`config.mk`:
```
export PLATFORM = sky130hd
export DESIGN_NAME = bg_fill_engine
export DESIGN_NICKNAME = d
export VERILOG_FILES = /design/src/rtl/bg_fill_engine.sv
export SDC_FILE = /design/constraint.sdc
export NUM_CORES = 1
export LEC_CHECK = 0
export CORE_AREA = 2 2 84 86
export CTS_BUF_LIST = sky130_fd_sc_hd__clkbuf_2
export CTS_CLUSTER_SIZE = 16
export DETAILED_ROUTE_END_ITERATION = 12
export DIE_AREA = 0 0 86 88
export PLACE_DENSITY = 0.95
export SLEW_MARGIN = 25
export SYNTH_ARGS = -nofsm -noshare
export SYNTH_HDL_FRONTEND = slang
export SYNTH_SLANG_ARGS = --single-unit
export TNS_END_PERCENT = 30
```
`constraint.sdc`:
```
create_clock -name clk -period 4.4 [get_ports clk]
set_input_delay 0.88 -clock clk [delete_from_list [all_inputs] [get_ports clk]]
set_output_delay 0.88 -clock clk [all_outputs]
set_load 0.1 [all_outputs]
```
`src/rtl/bg_fill_engine.sv`:
```
// Frame-fill engine: walks an H_RES x V_RES grid and emits one (x, y, colour) plot per
// enabled cycle, colour taken from a 1-bit background RAM or a solid colour latched at start.
module bg_fill_engine #(
   parameter int unsigned H_RES     = 160,
   parameter int unsigned V_RES     = 120,
   parameter int unsigned X_W       = 8,
   parameter int unsigned Y_W       = 8,
   parameter int unsigned ADDR_W    = 15,
   parameter int unsigned COLOR_W   = 12,
   parameter int unsigned BASE_ADDR = 0,
   parameter int unsigned LOOP      = 0
) (
   input  logic               clk,
   input  logic               reset,
   input  logic               start,
   input  logic               stop,
   input  logic               enable,
   input  logic               fill_mode,
   input  logic [COLOR_W-1:0] fill_color,
   output logic [ADDR_W-1:0]  mem_addr,
   input  logic               mem_q,
   output logic [X_W-1:0]     x,
   output logic [Y_W-1:0]     y,
   output logic [COLOR_W-1:0] color,
   output logic               plot,
   output logic               busy,
   output logic               done
);

   localparam logic [X_W-1:0]    X_LAST  = X_W'(H_RES - 1);
   localparam logic [Y_W-1:0]    Y_LAST  = Y_W'(V_RES - 1);
   localparam logic [ADDR_W-1:0] BASE    = ADDR_W'(BASE_ADDR);
   localparam bit                LOOP_EN = (LOOP != 0);

   typedef enum logic [1:0] {S_IDLE, S_SCAN, S_DRAIN} state_t;

   state_t               state_q, state_d;
   logic [X_W-1:0]       xc_q, xc_d;
   logic [Y_W-1:0]       yc_q, yc_d;
   logic [ADDR_W-1:0]    addr_q, addr_d;
   logic                 mode_q, mode_d;
   logic [COLOR_W-1:0]   fcol_q, fcol_d;
   logic                 stop_q, stop_d;

   logic                 s1_valid_q, s1_last_q;
   logic [X_W-1:0]       s1_x_q;
   logic [Y_W-1:0]       s1_y_q;

   logic [X_W-1:0]       x_q;
   logic [Y_W-1:0]       y_q;
   logic [COLOR_W-1:0]   color_q;
   logic                 plot_q, done_q;

   logic                 issue, at_xend, at_last;

   assign issue   = (state_q == S_SCAN) && enable;
   assign at_xend = (xc_q == X_LAST);
   assign at_last = at_xend && (yc_q == Y_LAST);

   always_comb begin
      state_d = state_q;
      xc_d    = xc_q;
      yc_d    = yc_q;
      addr_d  = addr_q;
      mode_d  = mode_q;
      fcol_d  = fcol_q;
      stop_d  = stop_q;
      case (state_q)
         S_IDLE: begin
            if (start) begin
               mode_d  = fill_mode;
               fcol_d  = fill_color;
               xc_d    = '0;
               yc_d    = '0;
               addr_d  = BASE;
               stop_d  = 1'b0;
               state_d = S_SCAN;
            end
         end
         S_SCAN: begin
            if (stop) stop_d = 1'b1;
            if (enable) begin
               // Address runs alongside the counters so it never needs y*H_RES.
               if (at_last) begin
                  xc_d   = '0;
                  yc_d   = '0;
                  addr_d = BASE;
                  if (!LOOP_EN || stop_q || stop) begin
                     state_d = S_DRAIN;
                     stop_d  = 1'b0;
                  end
               end else if (at_xend) begin
                  xc_d   = '0;
                  yc_d   = yc_q + Y_W'(1);
                  addr_d = addr_q + ADDR_W'(1);
               end else begin
                  xc_d   = xc_q + X_W'(1);
                  addr_d = addr_q + ADDR_W'(1);
               end
            end
         end
         S_DRAIN: begin
            if (done_q) state_d = S_IDLE;
         end
         default: state_d = S_IDLE;
      endcase
   end

   always_ff @(posedge clk) begin
      if (reset) begin
         state_q    <= S_IDLE;
         xc_q       <= '0;
         yc_q       <= '0;
         addr_q     <= BASE;
         mode_q     <= 1'b0;
         fcol_q     <= '0;
         stop_q     <= 1'b0;
         s1_valid_q <= 1'b0;
         s1_last_q  <= 1'b0;
         s1_x_q     <= '0;
         s1_y_q     <= '0;
         x_q        <= '0;
         y_q        <= '0;
         color_q    <= '0;
         plot_q     <= 1'b0;
         done_q     <= 1'b0;
      end else begin
         state_q    <= state_d;
         xc_q       <= xc_d;
         yc_q       <= yc_d;
         addr_q     <= addr_d;
         mode_q     <= mode_d;
         fcol_q     <= fcol_d;
         stop_q     <= stop_d;
         s1_valid_q <= issue;
         if (issue) begin
            s1_x_q    <= xc_q;
            s1_y_q    <= yc_q;
            s1_last_q <= at_last;
         end
         // mem_q belongs to the stage-1 pixel: its address was presented last cycle.
         plot_q <= s1_valid_q;
         done_q <= s1_valid_q & s1_last_q;
         if (s1_valid_q) begin
            x_q     <= s1_x_q;
            y_q     <= s1_y_q;
            color_q <= mode_q ? fcol_q : {COLOR_W{mem_q}};
         end
      end
   end

   assign mem_addr = addr_q;
   assign x        = x_q;
   assign y        = y_q;
   assign color    = color_q;
   assign plot     = plot_q;
   assign done     = done_q;
   assign busy     = (state_q != S_IDLE);

endmodule

```
==> out/qor.txt <==
Biggest area consumer among synthesized cells -> dfxtp_1
CP Capture Type -> primary output
Top-count cell post-synth -> dfxtp_1
Slowest stage delay, CP -> 1.13 ns
CTS H-tree lvls -> 3
Worst Path Required -> 3.52 ns
Leakage power -> 1.49 nW
Clock root cell -> clkbuf_2
Final worst path period need -> 3.40 ns
Mapped Area -> 0.00385 mm²
Total Wirelength -> 7900 µm
Nets@finish -> 503
Unrepaired setup endpoints after global routing -> no
CP max-delay cell -> clkdlybuf4s50_1
#FFs+latches synth -> 94
Post-Route Setup TNS -> 0 ns
Cell variety after synth -> 44
Clk pin slew, worst setup/hold paths -> 0.23 ns
TritonRoute pass-1 iters -> 4
Syn_nets -> 455
Critical-path cell list -> nor2_1 > inv_1 > clkdlybuf4s50_1
DRC viols -> 0
CTS tree -> built
Starting Density -> 0.580
Die X -> 86 µm
Asr flop ratio synth -> 0
Pin count of the biggest net entering global routing -> 52
Die H -> 88 µm
Peak VDD IR -> 195 µV
Setup violators final -> 0
Max frequency -> 294 MHz
Synth warn -> 0
Top cell type's share of synthesized area -> 0.488
Detail Route Antenna Nets -> 0
GP Congestion -> 0.847
Status -> finished clean
Tot Pwr -> 1.48 mW
Clock latency on the worst-skew pair -> 0.53 ns
Vias after detailed routing -> 3260
Top_reg_cell synth -> dfxtp_1
Core area -> 0.00664 mm²
Clock power frac -> 0.286
Vias in the first global route -> 2915
Post-synth EDFFs -> 0
Worst Setup Start Kind -> flip-flop
Layout area overhead -> 19.2%
Worst relative slew slack -> 0.346
Die area -> 0.00757 mm²
Logic pwr share -> 0.116
TritonCTS Buffers -> 9
Max FO, Critical Path -> 15
Int Power -> 1.06 mW
Sink Count -> 94
Wire per inst -> 14.0 µm
Gr usage total -> 0.215
Bufs on Longest Clock Path -> 2
Setup Buffers After CTS -> 0
FP Rows -> 30
I/O Buffers -> 63
Setup Skew -> 0.0206 ns
Critical path data arrival time -> 2.52 ns
Worst Path Buf+Inv -> 2
Top Family by Delay on Critical Path -> buffers and inverters
Worst-Margin Slew -> 0.978 ns
Mapped Cells -> 433
Type of the most critical hold path -> reg -> reg
Period utilization -> 0.773
DP Wirelength -> 5370 µm
ANT cells -> 0
Max-Cap Viols -> 0
Ports -> 65
Final Max Tran Viols -> 0
Vias/cell -> 5.76
Worst Setup Path Type -> reg -> out
Power Dens Cells -> 323 mW/mm²
Global route overflow -> 0
Commonest cells post-synth -> dfxtp_1 (94), nand2_1 (72), a21oi_1 (48)
Psw -> 426 µW
CTS resizes -> 0
Final Hold Fails -> 0
Post-CTS Hold Buffers -> 0
Initial antenna violation count -> 0
Post-synthesis sequential area ratio -> 0.488
Top cells by area, synth -> dfxtp_1 (49%), nand2_1 (7.0%), a21oi_1 (6.2%)
Syn_area_per_cell -> 8.90 µm²
DR iter-0 viols -> 148
Layout cells sized above 1 -> 0.0782
Sw Share -> 0.288
Sequential power share -> 0.598
First-pass GRT wire length -> 13300 µm
==> power by group through the flow <==
stage	combinational, mW	clock, mW	sequential (mW)
2_1_floorplan	0.0840	0	0.942
3_5_place_dp	0.172	0	0.901
3_3_place_gp	0.167	0	0.900
6_report	0.172	0.424	0.885
5_1_grt	0.186	0.470	0.889
4_1_cts	0.172	0.429	0.885
==> kinds of logic (layout without fill, tap and decap cells) <==
kind of cell	Yosys count	count (layout)	share of synthesized area
flops	94	94	0.488
mux	19	19	0.0506
fa+ha+maj	3	3	0.00974
buf+inv	34	87	0.0390
simple gates	179	179	0.229
xor+xnor	14	14	0.0318
compound gates	90	90	0.152
==> layer usage <==
| metal | vias up | GRT usage | share of wire |
|---|---|---|---|
| li1 | 1615 | - | - |
| met1 | 1542 | 0.283 | 0.46 |
| met2 | 91 | 0.358 | 0.48 |
| met3 | 12 | 0.0330 | 0.043 |
| met4 | 0 | 0.0808 | 0.015 |
| met5 | - | 0 | 0 |
==> worst paths after layout <==
path / from / to / slack [ns] / cells past startpoint
max: state_q[1] / busy / 1.00 / 3
min reg2reg: s1_last_q / s1_last_q / 0.47 / 2
min: s1_last_q / s1_last_q / 0.47 / 2
max reg2reg: yc_q[0] / mem_addr[2] / 2.26 / 6
==> worst min-delay path: stages, from the launching register on <==
cell	delay [ns]
dfxtp_1	0.36
nand2_1	0.05
a21oi_1	0.05
==> cells in the final DEF, fill, tap and decap left out, types with 4 or more instances in the layout <==
cell type	synthesis	final
a211oi_1	20	20
a211oi_2	5	5
a21oi_1	48	48
buf_4	1	4
clkbuf_2	0	9
clkdlybuf4s50_1	0	62
dfxtp_1	94	94
inv_1	4	4
mux2i_1	18	18
nand2_1	72	72
nand3_1	8	8
nand4_1	6	6
nor2_1	43	43
nor3_1	12	12
nor4_1	4	4
o31ai_1	8	8
or4_1	4	4
or4_4	4	4
xnor2_1	10	10
xor2_1	4	4
==> stage by stage <==
stage	instances	setup WS, ns	instance area [µm²]	utilization	hold slack [ns]
floorplan	433	1.93	3850	-	0.430
global placement	550	1.51	4470	0.673	0.437
detailed placement	550	1.49	4470	0.673	0.443
CTS	566	0.970	4590	0.691	0.472
global route	566	0.851	4590	0.691	0.502
finish	566	1.00	4590	0.691	0.468
==> state kept, by name, indices dropped and copies added, names as in the netlist <==
| register | count |
|---|---|
| done | 1 |
| x | 8 |
| s1_last_q | 1 |
| y | 8 |
| s1_y_q | 8 |
| plot | 1 |
| xc_q | 8 |
| yc_q | 8 |
| state_q | 2 |
| fcol_q | 12 |
| s1_x_q | 8 |
| mem_addr | 15 |
| color | 12 |
| mode_q | 1 |
| s1_valid_q | 1 |
==> area by class of cell <==
cell class,count,area [µm²]
tap,80,100
fill,521,2050
clock inverter,7,73.8
clock buffer,9,45.0
timing repair buffer,67,656
sequential,94,1880
inverter,4,15.0
multi-input combinational,305,1820
Power figures use the tool's default switching activity.
